`src/rtl/mips_mc_datapath_regs.sv`:
```
// mips_mc_datapath_regs
//
// Register stage of the multicycle MIPS32 core. It holds PC, IR, MDR, A, B and
// ALUOut, along with a fetch counter. It also steers the memory port, the ALU
// operand buses and the register-file ports from the control strobes of the
// sequencing FSM. The ALU and register file sit outside this block. Sequencing
// belongs entirely to the FSM, so this block has no state machine.
//
// Ports
//   clk, reset          : clock, synchronous active-high reset
//   IorD .. MemWrite    : control strobes from the FSM
//   mem_rdata           : memory read data
//   alu_result/alu_zero : ALU result and zero flag
//   rf_rd1/rf_rd2       : register-file read data
//   opcode/funct        : IR fields returned to the FSM
//   mem_addr/mem_wdata/mem_we : memory port
//   alu_srca/alu_srcb   : ALU operands
//   rf_ra1/rf_ra2/rf_wa/rf_wd/rf_we : register-file ports
//   pc, instr_count     : current PC, number of fetches (IRWrite cycles)
//
// Only WIDTH = 32 is meaningful. The jump target and the immediate fields
// assume the MIPS32 instruction layout.

module mips_mc_datapath_regs #(
    parameter logic [31:0] RESET_PC = 32'h0000_0000,
    parameter int          WIDTH    = 32
) (
    input  logic             clk,
    input  logic             reset,
    input  logic             IorD,
    input  logic             AluSrcA,
    input  logic [1:0]       AluSrcB,
    input  logic             IRWrite,
    input  logic             PCWrite,
    input  logic             Branch,
    input  logic [1:0]       PCSrc,
    input  logic             RegDst,
    input  logic             MemtoReg,
    input  logic             RegWrite,
    input  logic             MemWrite,
    input  logic [WIDTH-1:0] mem_rdata,
    input  logic [WIDTH-1:0] alu_result,
    input  logic             alu_zero,
    input  logic [WIDTH-1:0] rf_rd1,
    input  logic [WIDTH-1:0] rf_rd2,
    output logic [5:0]       opcode,
    output logic [5:0]       funct,
    output logic [WIDTH-1:0] mem_addr,
    output logic [WIDTH-1:0] mem_wdata,
    output logic             mem_we,
    output logic [WIDTH-1:0] alu_srca,
    output logic [WIDTH-1:0] alu_srcb,
    output logic [4:0]       rf_ra1,
    output logic [4:0]       rf_ra2,
    output logic [4:0]       rf_wa,
    output logic [WIDTH-1:0] rf_wd,
    output logic             rf_we,
    output logic [WIDTH-1:0] pc,
    output logic [WIDTH-1:0] instr_count
);

    localparam logic [5:0] OP_BEQ = 6'b000100;
    localparam logic [5:0] OP_BNE = 6'b000101;

    logic [WIDTH-1:0] pc_q;
    logic [WIDTH-1:0] ir_q;
    logic [WIDTH-1:0] mdr_q;
    logic [WIDTH-1:0] a_q;
    logic [WIDTH-1:0] b_q;
    logic [WIDTH-1:0] aluout_q;
    logic [WIDTH-1:0] instr_count_q;

    logic             taken;
    logic             pc_en;
    logic [WIDTH-1:0] pc_next;
    logic [WIDTH-1:0] imm;

    assign imm = {{16{ir_q[15]}}, ir_q[15:0]};

    // Only beq/bne can take a branch. Branch on any other opcode does nothing.
    always_comb begin
        taken = 1'b0;
        case (ir_q[31:26])
            OP_BEQ:  taken = alu_zero;
            OP_BNE:  taken = ~alu_zero;
            default: taken = 1'b0;
        endcase
    end

    assign pc_en = PCWrite | (Branch & taken);

    // The reserved encoding 3 reloads the current PC, so an enabled write holds.
    always_comb begin
        pc_next = pc_q;
        case (PCSrc)
            2'd0:    pc_next = alu_result;
            2'd1:    pc_next = aluout_q;
            2'd2:    pc_next = {pc_q[31:28], ir_q[25:0], 2'b00};
            default: pc_next = pc_q;
        endcase
    end

    always_ff @(posedge clk) begin
        if (reset) begin
            pc_q          <= RESET_PC;
            ir_q          <= '0;
            mdr_q         <= '0;
            a_q           <= '0;
            b_q           <= '0;
            aluout_q      <= '0;
            instr_count_q <= '0;
        end else begin
            mdr_q    <= mem_rdata;
            a_q      <= rf_rd1;
            b_q      <= rf_rd2;
            aluout_q <= alu_result;
            if (IRWrite) begin
                ir_q          <= mem_rdata;
                instr_count_q <= instr_count_q + 1'b1;
            end
            if (pc_en) begin
                pc_q <= pc_next;
            end
        end
    end

    always_comb begin
        alu_srcb = b_q;
        case (AluSrcB)
            2'd0:    alu_srcb = b_q;
            2'd1:    alu_srcb = 32'd4;
            2'd2:    alu_srcb = imm;
            default: alu_srcb = {imm[WIDTH-3:0], 2'b00};
        endcase
    end

    assign opcode      = ir_q[31:26];
    assign funct       = ir_q[5:0];
    assign mem_addr    = IorD ? aluout_q : pc_q;
    assign mem_wdata   = b_q;
    assign mem_we      = MemWrite;
    assign alu_srca    = AluSrcA ? a_q : pc_q;
    assign rf_ra1      = ir_q[25:21];
    assign rf_ra2      = ir_q[20:16];
    assign rf_wa       = RegDst ? ir_q[15:11] : ir_q[20:16];
    assign rf_wd       = MemtoReg ? mdr_q : aluout_q;
    assign rf_we       = RegWrite;
    assign pc          = pc_q;
    assign instr_count = instr_count_q;

endmodule

```
`config.mk`:
```
export PLATFORM = sky130hd
export DESIGN_NAME = mips_mc_datapath_regs
export DESIGN_NICKNAME = d
export VERILOG_FILES = /design/src/rtl/mips_mc_datapath_regs.sv
export SDC_FILE = /design/constraint.sdc
export NUM_CORES = 1
export LEC_CHECK = 0
export ABC_AREA = 1
export CAP_MARGIN = 5
export CELL_PAD_IN_SITES_DETAIL_PLACEMENT = 1
export CELL_PAD_IN_SITES_GLOBAL_PLACEMENT = 1
export CORE_ASPECT_RATIO = 0.5
export CORE_MARGIN = 2
export CORE_UTILIZATION = 30
export DETAILED_ROUTE_END_ITERATION = 10
export PLACE_DENSITY = 0.92
export SYNTH_ARGS = -nofsm -noshare
export SYNTH_HDL_FRONTEND = slang
export SYNTH_SLANG_ARGS = --single-unit
```
`constraint.sdc`:
```
create_clock -name clk -period 2.5 [get_ports clk]
set_input_delay 0.75 -clock clk [delete_from_list [all_inputs] [get_ports clk]]
set_output_delay 0.75 -clock clk [all_outputs]
set_load 0.02 [all_outputs]
```
==> results.txt <==
----------------------------------------------------
[Outcome]
  Run status ... complete, but fails checks
  Violations in the final reports ... setup timing

[Logic synthesis]
  Number of nets in the synthesized netlist ... 1663
  Synth Register Bits ... 224
  Cell area after technology mapping ... 10100 um^2
  Yosys Warn Count ... 0
  Synthesized instance count ... 1514
  Average cell area after synthesis ... 6.68 um^2
  Unique cell type count in the Yosys netlist ... 31
  Part of the Yosys area used for sequential elements ... 0.444

[Floorplanning]
  Cell Rows ... 47
  Die height ... 134 um
  Starting utilization of the core area ... 0.305
  Horizontal extent of the die ... 264 um
  Total I/O pin count ... 397
  Core Region ... 33100 um^2
  Area of the die ... 35300 um^2

[Global route]
  Pin count of the biggest net entering global routing ... 69
  Overflow after GRT ... 0
  Overall fraction of global-route tracks in use ... 0.264
  Antenna violations before repair ... 6
  Vias in the first global route ... 12100
  Global-route wire length before repair ... 72100 um

[Worst setup path]
  Reg-to-reg critical path endpoint ... instr_count[20]$_SDFFE_PP0P_
  Launch point of the worst reg-to-reg path ... instr_count[0]$_SDFFE_PP0P_
  Critical-path maximum fanout ... 5
  Data arrival, critical path ... 1.80 ns
  Worst setup EP type ... primary output
  FF-to-FF setup slack ... 0.82 ns
  Worst endpoint required time ... 1.75 ns
  Kind of critical path ... in -> out
  CP Launch Type ... input pin
  Depth of the worst register-to-register path ... 8

[Clocking]
  Clock latency on the worst-skew pair ... 0.54 ns
  TritonCTS buffer count ... 23
  TritonCTS clock tree ... yes
  # clock sinks ... 224
  CTS Buffer Depth ... 3
  Hold bufs inserted after CTS ... 0
  H-Tree Level Count ... 1
  Clock transition time at the flip-flop clock pins of the worst setup and hold paths ... 0.07 ns
  Cell at the root of the clock tree ... sky130_fd_sc_hd__clkbuf_16

[Place]
  Placement Setup Slack ... -0.814 ns
  Placer Congestion ... 0.942
  Number of instances in the placed design ... 2293
  I/O Buffers ... 392
  Placed wire-length estimate after detailed placement ... 35600 um

[STA]
  Final worst-path setup slack ... -0.0480 ns
  Ratio of final minimum period to clock period ... 1.02
  Final critical-path required period ... 2.55 ns
  Number of pins exceeding their max-slew limit in the final report ... 0
  Worst Tran Pin Value ... 0.644 ns
  Hold Vio Cnt, Final ... 0
  Total Neg Setup Slack ... -0.0545 ns
  Top achievable clock speed ... 392 MHz
  Unrepaired setup endpoints after global routing ... true
  Max-Slew Margin vs Limit ... 0.571
  Count of endpoints failing setup in the final report ... 2
  Skew final ... 0.0264 ns

[Worst hold path]
  Worst Hold Endpoint ... instr_count[10]$_SDFFE_PP0P_
  Min-Delay Startpoint ... instr_count[10]$_SDFFE_PP0P_
  Worst Hold Depth ... 1
  Path category of the worst min-delay check ... reg -> reg

[Cells and area]
  Layout Nets ... 2034
  Commonest non-fill, non-tap cell in the layout ... sky130_fd_sc_hd__nor2_1
  Commonest cells after routing, fill and taps aside ... sky130_fd_sc_hd__nor2_1, sky130_fd_sc_hd__inv_1, sky130_fd_sc_hd__nand2_1, sky130_fd_sc_hd__clkdlybuf4s50_1, sky130_fd_sc_hd__dfxtp_1
  Final cell count without fillers ... 2348
  Relative area change from synthesis to final layout ... 53.5%
  Number of fillers in the final layout ... 4144
  Fraction of layout instances using a drive strength above 1 ... 0.0952

[Routing]
  Detailed Routing Iterations Pass 1 ... 5
  Via/cell ratio ... 4.95
  Routed WL per cell ... 20.8 um
  Via total after detailed routing ... 11600
  Wirelength, routed ... 48800 um
  Remaining DRCs ... 0
  Final ANT Viol Nets ... 0
  Number of DRC markers in iteration 0 ... 816

[Power and ir drop]
  Max rail drop VDD ... 0.000522 V
  Power per cell area ... 632 nW/um^2
  LEAKAGE ... 7.12 nW
  Total Power ... 9.80 mW

[Run]
  Max-capacitance violation count ... 0

----------------------------------------------------
-- what timing repair did --
action,4_1_cts,5_1_grt
setup buffers,7,0
resized for setup,287,35
cloned,3,1
pin swaps,2,2
setup endpoints to repair,127,32
-- flip-flops by register name (all words and copies together), names as in the netlist --
| signal | cells |
|---|---|
| a_q | 32 |
| aluout_q | 32 |
| instr_count | 32 |
| ir_q | 32 |
| mdr_q | 32 |
| mem_wdata | 32 |
| pc | 32 |
-- Yosys cell counts, drive strengths merged --
| cell | count | share of area |
|---|---|---|
| clkbuf | 59 | 0.022 |
| nand3b | 6 | 0.0045 |
| nor2 | 289 | 0.11 |
| dfxtp | 224 | 0.44 |
| xor2 | 1 | 0.00087 |
| o31ai | 1 | 0.00074 |
| o21ai | 149 | 0.074 |
| xnor2 | 1 | 0.00087 |
| inv | 267 | 0.099 |
| nor3 | 7 | 0.0040 |
| o22ai | 27 | 0.017 |
| o211ai | 2 | 0.0015 |
| and2 | 1 | 0.00062 |
| nand4 | 9 | 0.0056 |
| o221ai | 12 | 0.010 |
| ha | 5 | 0.0062 |
| clkinv | 1 | 0.00037 |
| nand2 | 268 | 0.10 |
| a21oi | 79 | 0.039 |
| nand3 | 59 | 0.030 |
| o21a | 1 | 0.00074 |
| buf | 46 | 0.029 |
-- stage by stage --
step / hold WS (ns) / cell area (um^2) / util
after floorplan: 0.490 / 10100 / -
after global placement: 0.477 / 14600 / 0.441
after detailed placement: 0.486 / 14600 / 0.441
after CTS: 0.502 / 15500 / 0.467
after global routing: 0.558 / 15500 / 0.469
final: 0.511 / 15500 / 0.469
-- power by group --
group	switching [mW]	internal [mW]
clock network	1.63	2.28
registers	0.149	3.76
logic	1.16	0.825
-- kinds of logic after synthesis --
family                     count (synthesis)  share of synthesized area
AOI/OAI and AO/OA                        271                      0.143
xor gates and xnor gates                   2                    0.00173
adders and majority gates                  5                    0.00619
buffers and inverters                    373                      0.150
DFF                                      224                      0.444
and+or+nand+nor                          639                      0.255
-- critical path, stage by stage --
cell and delay, ns:
sky130_fd_sc_hd__buf_6 0.11, sky130_fd_sc_hd__buf_6 0.11, sky130_fd_sc_hd__nor2_4 0.14, sky130_fd_sc_hd__buf_12 0.15, sky130_fd_sc_hd__buf_12 0.11, sky130_fd_sc_hd__buf_4 0.10, sky130_fd_sc_hd__nand2_1 0.06, sky130_fd_sc_hd__nand2_1 0.09
sky130_fd_sc_hd__buf_2 0.17
-- final cells by class --
cell class	instances	area (um^2)	area share
antenna	6	15.0	0.000968
clock buffer	26	607	0.0391
clock inverter	15	221	0.0143
inverter	268	1010	0.0648
multi-input combinational	917	4210	0.271
sequential	224	4480	0.289
tap	441	552	0.0356
timing repair buffer	451	4420	0.285
-- metal layers --
layer  wire, um  GRT usage
met1      19300      0.303
met2      24000      0.462
met3       2220     0.0439
met4       3290      0.168
met5          0          0
-- worst max path at each step --
| stage | startpoint | endpoint | cells past startpoint |
|---|---|---|---|
| final | AluSrcB[0] | alu_srcb[22] | 9 |
| after global routing | AluSrcB[0] | alu_srcb[22] | 9 |
| after detailed placement | AluSrcB[1] | alu_srcb[3] | 6 |
| after floorplan | AluSrcB[1] | alu_srcb[0] | 5 |
| after global placement | AluSrcB[1] | alu_srcb[10] | 7 |
| after CTS | AluSrcB[0] | alu_srcb[4] | 9 |
Note: power is estimated with default switching activity, not from simulation.
